### src/rtl/uart_rx_fifo.sv
// UART receiver with 16x fractional-baud oversampling, majority-vote bit sampling,
// optional parity, 1/2 stop bits and a receive FIFO with sticky error flags.
module uart_rx_fifo #(
  parameter int SYSCLK_FREQ = 50000000,
  parameter int BAUD_RATE   = 115200,
  parameter int DATA_BITS   = 8,
  parameter int PARITY      = 0,
  parameter int STOP_BITS   = 1,
  parameter int FIFO_DEPTH  = 16
) (
  input  logic                          clk,
  input  logic                          rst,
  input  logic                          uart_rx,
  input  logic                          rd_comp,
  input  logic                          err_clr,
  output logic [7:0]                    rd_data,
  output logic                          rd_en,
  output logic [$clog2(FIFO_DEPTH):0]   fifo_count,
  output logic                          frame_err,
  output logic                          parity_err,
  output logic                          overrun
);

  localparam int unsigned AW    = $clog2(FIFO_DEPTH);
  localparam int unsigned ACC_W = $clog2(SYSCLK_FREQ + 16 * BAUD_RATE) + 1;
  localparam logic [ACC_W-1:0] ACC_INC = ACC_W'(16 * BAUD_RATE);
  localparam logic [ACC_W-1:0] ACC_MOD = ACC_W'(SYSCLK_FREQ);
  localparam logic [2:0] LAST_DATA = 3'(DATA_BITS - 1);
  localparam logic [2:0] LAST_STOP = 3'(STOP_BITS - 1);
  localparam logic       PAR_ODD   = (PARITY == 1);

  typedef enum logic [2:0] {
    S_IDLE,
    S_START,
    S_DATA,
    S_PARITY,
    S_STOP
  } state_t;

  state_t state, state_nxt;

  logic                 sync1, sync2, rx_d;
  logic [ACC_W-1:0]     acc, acc_sum;
  logic                 tick, mid, last;
  logic [3:0]           tick_cnt;
  logic                 s7, s8, maj;
  logic [2:0]           bit_cnt;
  logic [DATA_BITS-1:0] shreg;
  logic                 par_bad;
  logic                 push, set_frame, set_parity;

  logic [DATA_BITS-1:0] mem [FIFO_DEPTH];
  logic [AW-1:0]        wr_ptr, rd_ptr;
  logic                 full, pop, wr_ok;

  always_comb begin
    acc_sum = acc + ACC_INC;
    tick    = (state != S_IDLE) && (acc_sum >= ACC_MOD);
    mid     = tick && (tick_cnt == 4'd9);
    last    = tick && (tick_cnt == 4'd15);
    maj     = (s7 & s8) | (s7 & sync2) | (s8 & sync2);
  end

  always_ff @(posedge clk) begin
    if (rst) state <= S_IDLE;
    else     state <= state_nxt;
  end

  always_comb begin
    state_nxt  = state;
    push       = 1'b0;
    set_frame  = 1'b0;
    set_parity = 1'b0;
    case (state)
      S_IDLE:   if (rx_d && !sync2) state_nxt = S_START;
      S_START: begin
        if (mid && maj)  state_nxt = S_IDLE;
        else if (last)   state_nxt = S_DATA;
      end
      S_DATA:   if (last && bit_cnt == LAST_DATA)
                  state_nxt = (PARITY != 0) ? S_PARITY : S_STOP;
      S_PARITY: if (last) state_nxt = S_STOP;
      S_STOP: begin
        // Leave at the mid-sample so the next start edge is caught without delay.
        if (mid) begin
          if (!maj) begin
            state_nxt  = S_IDLE;
            set_frame  = 1'b1;
            set_parity = par_bad;
          end else if (bit_cnt == LAST_STOP) begin
            state_nxt  = S_IDLE;
            set_parity = par_bad;
            push       = !par_bad;
          end
        end
      end
      default:  state_nxt = S_IDLE;
    endcase
  end

  always_ff @(posedge clk) begin
    if (rst) begin
      sync1    <= 1'b1;
      sync2    <= 1'b1;
      rx_d     <= 1'b1;
      acc      <= '0;
      tick_cnt <= '0;
      s7       <= 1'b0;
      s8       <= 1'b0;
      bit_cnt  <= '0;
      shreg    <= '0;
      par_bad  <= 1'b0;
    end else begin
      sync1 <= uart_rx;
      sync2 <= sync1;
      rx_d  <= sync2;
      if (state == S_IDLE) begin
        acc      <= '0;
        tick_cnt <= '0;
        bit_cnt  <= '0;
        par_bad  <= 1'b0;
      end else begin
        if (tick) begin
          acc      <= acc_sum - ACC_MOD;
          tick_cnt <= tick_cnt + 4'd1;
        end else begin
          acc <= acc_sum;
        end
        if (tick && tick_cnt == 4'd7) s7 <= sync2;
        if (tick && tick_cnt == 4'd8) s8 <= sync2;
        if (mid && state == S_DATA)   shreg <= {maj, shreg[DATA_BITS-1:1]};
        if (mid && state == S_PARITY) par_bad <= (maj != ((^shreg) ^ PAR_ODD));
        if (last) bit_cnt <= (state_nxt != state) ? 3'd0 : bit_cnt + 3'd1;
      end
    end
  end

  assign full  = (fifo_count == (AW + 1)'(FIFO_DEPTH));
  assign rd_en = (fifo_count != '0);
  assign pop   = rd_comp && rd_en;
  assign wr_ok = push && !full;

  always_ff @(posedge clk) begin
    if (wr_ok) mem[wr_ptr] <= shreg;
  end

  always_ff @(posedge clk) begin
    if (rst) begin
      wr_ptr     <= '0;
      rd_ptr     <= '0;
      fifo_count <= '0;
      frame_err  <= 1'b0;
      parity_err <= 1'b0;
      overrun    <= 1'b0;
    end else begin
      if (wr_ok) wr_ptr <= wr_ptr + 1'b1;
      if (pop)   rd_ptr <= rd_ptr + 1'b1;
      case ({wr_ok, pop})
        2'b10:   fifo_count <= fifo_count + 1'b1;
        2'b01:   fifo_count <= fifo_count - 1'b1;
        default: fifo_count <= fifo_count;
      endcase
      if (set_frame)        frame_err  <= 1'b1;
      else if (err_clr)     frame_err  <= 1'b0;
      if (set_parity)       parity_err <= 1'b1;
      else if (err_clr)     parity_err <= 1'b0;
      if (push && full)     overrun    <= 1'b1;
      else if (err_clr)     overrun    <= 1'b0;
    end
  end

  always_comb begin
    rd_data = '0;
    if (rd_en) rd_data[DATA_BITS-1:0] = mem[rd_ptr];
  end

endmodule

### config.mk
export PLATFORM = sky130hd
export DESIGN_NAME = uart_rx_fifo
export DESIGN_NICKNAME = d
export VERILOG_FILES = /design/src/rtl/uart_rx_fifo.sv
export SDC_FILE = /design/constraint.sdc
export NUM_CORES = 1
export LEC_CHECK = 0
export ABC_AREA = 1
export CAP_MARGIN = 20
export CORE_ASPECT_RATIO = 0.6
export CORE_MARGIN = 10
export CORE_UTILIZATION = 25
export CTS_CLUSTER_DIAMETER = 80
export DETAILED_ROUTE_END_ITERATION = 6
export GPL_ROUTABILITY_DRIVEN = 0
export SLEW_MARGIN = 40
export SYNTH_ARGS = -nofsm -noshare
export SYNTH_HDL_FRONTEND = slang
export SYNTH_SLANG_ARGS = --single-unit
export TNS_END_PERCENT = 5
### constraint.sdc
create_clock -name clk -period 3.52 [get_ports clk]
set_input_delay 0.704 -clock clk [delete_from_list [all_inputs] [get_ports clk]]
set_output_delay 0.704 -clock clk [all_outputs]
set_load 0.1 [all_outputs]
Word level (Yosys, flattened, before mapping)

Memories as Yosys holds them, arrays and structs flattened. A register that Yosys moved wholly into a read port is not among the register bits.
Index checks and enable logic that the tools add are counted.

Register bits: 67
Memories: 1
Logic and storage cells: 108
Output and inout port bits: 17
Bits of input ports: 5
Memory bits (writable): 128

Mux-type cells: 32
Add/sub/neg operators: 8
Eq/ne operators: 14
Bitwise gates (word level): 6
Reductions and logical operators: 29
$lt $le $gt $ge: 1

Memory list:

| name | depth | width | read ports | clocked after memory_dff | wr ports | RTL line | text |
|---|---|---|---|---|---|---|---|
| mem  | 16    | 8     | 1          | 1                        | 1        | 52       | `logic [DATA_BITS-1:0] mem [FIFO_DEPTH];` |

Operator list:

| operator                                                                              | number |
|---|---|
| 27-bit by 21-bit adder with 27-bit output, second input constant                      | 1 |
| 27-bit by 26-bit greater-or-equal comparator with 1-bit output, second input constant | 1 |
| 27-bit 2-to-1 mux                                                                     | 1 |
| 3-bit 2-to-1 mux                                                                      | 9 |
| 27-bit by 26-bit subtractor with 27-bit output, second input constant                 | 1 |
| 1-bit 2-to-1 mux                                                                      | 17 |
| 3-bit case mux with 5 select lines                                                    | 1 |
| 1-bit logical AND                                                                     | 13 |
| 4-bit by 1-bit adder with 4-bit output, second input constant                         | 3 |
| 4-bit == test, second input constant                                                  | 3 |
| 5-bit case mux with 2 select lines                                                    | 1 |
| 4-bit 2-to-1 mux                                                                      | 2 |
| 8-bit 2-to-1 mux                                                                      | 1 |
| 2-bit nonzero test                                                                    | 4 |
| 8-bit parity                                                                          | 1 |
| 3-bit by 2-bit == test with 1-bit output, second input constant                       | 2 |
| 3-bit == test, second input constant                                                  | 2 |
| 3-bit zero test                                                                       | 2 |
| 2-bit AND reduction                                                                   | 3 |
| 5-bit by 1-bit adder with 5-bit output, second input constant                         | 1 |
| 5-bit == test, second input constant                                                  | 1 |
| 5-bit nonzero test                                                                    | 1 |
| 5-bit by 1-bit subtractor with 5-bit output, second input constant                    | 1 |
| 4-bit by 3-bit == test with 1-bit output, second input constant                       | 1 |
| 12 further kinds                                                                      | 17 |

Depth between registers and ports, before layout

Word-level depth: 9
Mapped depth: 24
Mapped depth without buffers: 24

Worst setup path after synthesis

OpenSTA, ideal clock, no wires.

Path type: register to register
From: reg fifo_count[0]
To: reg fifo_count[4]
Setup slack: -0.384 ns
Data required time: 3.397 ns
Cell stages (with the launch flop): 16
Data arrival time: 3.781 ns
Cell sequence: dfxtp_1 -> nor4_1 -> inv_1 -> nor2_1 -> inv_1 -> nand2_1 -> clkinv_1 -> ha_1 -> fa_1 -> a21o_1 -> a21oi_1 -> inv_1 -> a21oi_1 -> o21ai_0 -> o21ai_0 -> a21oi_1

Elaborated cells between the ends (all ways): 11

RTL lines:

| item                                                                      | RTL line | text |
|---|---|---|
| start, declared                                                           | 18       | `output logic [$clog2(FIFO_DEPTH):0] fifo_count,` |
| start signal, assigned                                                    | 159      | `2'b10: fifo_count <= fifo_count + 1'b1;` |
| start signal, assigned                                                    | 160      | `2'b01: fifo_count <= fifo_count - 1'b1;` |
| start signal, assigned                                                    | 161      | `default: fifo_count <= fifo_count;` |
| 5-bit nonzero test (*)                                                    | 139      | `assign rd_en = (fifo_count != '0);` |
| net rd_en                                                                 | 17       | `output logic rd_en,` |
| 1-bit logical AND (*)                                                     | 140      | `assign pop = rd_comp && rd_en;` |
| net pop                                                                   | 54       | `logic full, pop, wr_ok;` |
| 2-bit by 1-bit == test with 1-bit output or 2-bit == test (tied branches) | 158      | `case ({wr_ok, pop})` |
| 5-bit case mux with 2 select lines or 2-bit nonzero test (tied branches)  | --       |  |

The timed path passes the listed nets; every way through them passes the cells marked *.
A chain may end at the register's enable or synchronous reset.

Worst setup path in the final report

From: reg acc[14]
To: reg fifo_count[4]

Word-level cells in the longest chain between the ends: 9
Elaborated cells between the ends (all ways): 11

RTL lines:

| item                                                                      | RTL line | text |
|---|---|---|
| start, declared                                                           | 43       | `logic [ACC_W-1:0] acc, acc_sum;` |
| start signal, assigned                                                    | 124      | `acc <= acc_sum - ACC_MOD;` |
| start signal, assigned                                                    | 127      | `acc <= acc_sum;` |
| 27-bit by 21-bit adder with 27-bit output (*)                             | 57       | `acc_sum = acc + ACC_INC;` |
| 27-bit by 26-bit greater-or-equal comparator with 1-bit output (*)        | 58       | `tick = (state != S_IDLE) && (acc_sum >= ACC_MOD);` |
| 1-bit logical AND (*)                                                     | 58       |  |
| 1-bit logical AND (*)                                                     | 59       | `mid = tick && (tick_cnt == 4'd9);` |
| 1-bit 2-to-1 mux (*)                                                      | 85       | `if (mid) begin` |
| 1-bit 2-to-1 mux (*)                                                      | 74       | `case (state)` |
| 1-bit logical AND (*)                                                     | 141      | `assign wr_ok = push && !full;` |
| 2-bit by 1-bit == test with 1-bit output or 2-bit == test (tied branches) | 158      |  |
| 5-bit case mux with 2 select lines or 2-bit nonzero test (tied branches)  | --       |  |

Every way passes the cells marked *; elsewhere a longest branch is shown, timed or not.

==> summary.txt <==
Status
  • Status: finished, final reports clean

Power
  • Clk network pwr share: between 20% and 30%
  • Switching Share: 41.5%
  • Switching Power: between 3 and 4 mW
  • Comb power frac: 38.8%
  • Leak Pwr: roughly 3.8 nW
  • Power density over the cells: about 700 nW/um2
  • Sequential share of power: 34.7%
  • Total power: roughly 7.3 mW
  • Internal power: 4.28 mW
  • Maximum ir drop on the vdd rail: ~380 uV

Routing
  • Via count: about 6,500
  • Routed wire length: 21.3 mm
  • Drt first pass iters: 7
  • DRC viols: 0
  • DRT iter0 DRCs: around 550
  • Final ANT Viol Nets: 0
  • DR vias/cell: 4.59
  • WL/cell: around 15 um

Synthesis
  • Synth area leaders: edfxtp_1 (44%), dfxtp_1 (15%), nor2_1 (6.3%)
  • Synthesized area per cell: slightly below 10 um2
  • Mapped cell area: around 8700 um2
  • Syn Inst Count: around 870
  • Net Count, Synth: about 900
  • Post-synth cell types: 50
  • Yosys warns: 0
  • Ys flop type: edfxtp_1
  • Area leader, netlist: edfxtp_1
  • Count leader, synth: nor2_1
  • EDFF count, synth: 128
  • Synth cell count leaders: nor2_1 (146), edfxtp_1 (128), nand2_1 (91), o21ai_0 (91), inv_1 (65)
  • #FFs+latches synth: 192
  • Register area share after synthesis: between 50% and 60%
  • Synth top area share: between 40% and 50%
  • Ys async rst share: 0%

Placed design
  • Inst Count DP: approximately 1,400
  • I/O Buffers: 21
  • Final HPWL DP: around 14 mm
  • Setup WS pre-CTS: -4.38 ps

Floorplanning
  • Chip height: 164 um
  • Core ar.: between 30,000 and 40,000 um2
  • Number of I/O pins: 22
  • Initial core utilization: about 26%
  • Num rows: between 50 and 60
  • Die width: ~260 um
  • Die Footprint: 42,700 um2

Timing
  • Min Tclk post-route: ~3300 ps
  • Peak Freq: about 0.3 GHz
  • Post-route clock period utilization: between 90% and 100%
  • Measured slew at the worst slew-check pin: between 800 and 900 ps
  • RSZ-0062 raised after global routing: yes
  • Endpoints failing setup: 0
  • Final worst setup slack: slightly above 200 ps
  • Fin. Hold Viols: 0
  • Slew Viols, Final: 0
  • Slew HR: between 40% and 50%
  • Setup Skew: approximately 19 ps

Setup path
  • WP data arrival: about 3600 ps
  • Req. time, crit path: around 3800 ps
  • Worst Path Max Fanout: 6
  • CP Class: reg -> reg
  • Worst Setup Start Kind: flip-flop
  • CP Capture Type: flip-flop

Final layout
  • Area grow syn2layout: 21.7%
  • # nets final: 959
  • Finished Layout Cells: ~1,400
  • Fill count: roughly 3,500
  • Share of layout cells above drive strength 1: 19.4%
  • N_diodes: 0

Clock network
  • Clock Sinks: between 150 and 200
  • Clock Path Buffers: 2
  • Later-pin clock latency in the skew report: approximately 440 ps
  • CTS Hold Bufs: 0
  • H-tree depth: 4
  • CTS tree: done
  • Root Driver: clkbuf_16
  • Clock slew at reported path FFs: ~80 ps
  • Num CTS Buffers: 17

GRT
  • GRT Residual Overflow: 0
  • Initial antenna violation count: 0
  • Vias in the first global route: roughly 6,000
  • Pin count of the biggest net entering global routing: 65
  • First-pass GRT wire length: around 33 mm
  • Total GRT Usage: under 10%

Worst hold path
  • Tightest Hold Check Type: reg -> reg

Job
  • Max_cap viols: 0
placed cells by master, fill, tap and decap left out, types with 10 or more instances in the layout:
| cell | instances |
|---|---|
| dfxtp_1 | 53 |
| o21ai_0 | 89 |
| ha_1 | 16 |
| nand2_2 | 14 |
| nand2_1 | 85 |
| inv_1 | 62 |
| nand4_1 | 10 |
| nand3_1 | 38 |
| buf_4 | 57 |
| a21oi_1 | 51 |
| o221ai_1 | 24 |
| clkbuf_16 | 17 |
| nor2_1 | 142 |
| dfxtp_2 | 11 |
| edfxtp_1 | 128 |
kinds of logic (layout without fill, tap and decap cells):
family	Yosys count	in the layout	synth area share, %
buffers and inverters	106	182	4.70
AO/OA/AOI/OAI	191	191	12.7
adder cells (fa/ha/maj)	20	20	2.98
XOR/XNOR	19	19	2.14
AND/OR/NAND/NOR	343	343	18.3
flip-flops	192	192	59.2
final cells by class:
class	instances	area [um2]	share of cell area (%)
Clock inverter	15	176	1.67
Multi-Input combinational cell	573	3260	30.9
Tap cell	459	574	5.45
Timing Repair Buffer	74	666	6.32
Clock buffer	17	425	4.04
Inverter	76	293	2.78
Sequential cell	192	5140	48.8
critical path, stage by stage (launching register included):
cell and delay, ps:
dfxtp_2 360, buf_6 110, nand2_2 50, nor2_4 140, nand2_2 70, nand2_2 90, nand3b_1 100, nand2_2 120
nand2_2 60, nor2_2 130, nand3_2 90, nand2_2 90, nand4_4 90, nor3_4 250, nand2_4 80, ha_4 190
fa_2 370, a21o_1 180, a21oi_2 140, inv_2 60, a21oi_2 140, o21ai_2 70, o21ai_1 140, a21oi_1 50
power groups by stage:
stage	sequential, mW	clock (mW)	combinational (mW)
global placement	2.58	0	2.71
detailed placement	2.59	0	2.72
CTS	2.54	1.98	2.74
finish	2.54	1.94	2.84
global route	2.55	2.08	3.00
floorplan	2.72	0	1.63
registers in the layout, indices dropped and copies added, names as in the netlist, 3 cells and up, named ones only:
register,count
acc,20
wr_ptr,4
state,3
fifo_count,5
rd_ptr,4
tick_cnt,4
mem,128
shreg,8
bit_cnt,3
final timing paths:
kind	from	to	slack (ps)	cells after the start
setup / recovery	acc[14]	fifo_count[4]	210	23
setup reg to reg	acc[14]	fifo_count[4]	210	23
hold / removal	sync1	sync2	450	1
hold reg to reg	sync1	sync2	450	1
through the flow:
stage	setup TNS, ps	instance area (um2)	hold slack, ps	utilization, %
4_1_cts	0	10300	451	30.3
2_1_floorplan	0	8670	389	-
3_5_place_dp	-4.38	9670	430	28.5
5_1_grt	-49.5	10500	470	31.1
6_report	0	10500	453	31.1
3_3_place_gp	0	9680	430	28.6
per-layer routing:
| layer | up-vias | wire (um) | track usage [%] |
|---|---|---|---|
| li1 | 3157 | - | - |
| met2 | 145 | 9070 | 14.3 |
| met4 | 0 | 286 | 2.66 |
| met3 | 17 | 1030 | 1.75 |
| met5 | - | 0 | 0 |
| met1 | 3135 | 10900 | 14.5 |
what timing repair did:
item	4_1_cts	5_1_grt
pin swaps	0	22
setup buffers	0	16
resized for setup	3	35
setup endpoints to repair	1	2
cloned	0	0
No activity file was read; power rests on OpenSTA's default activity.
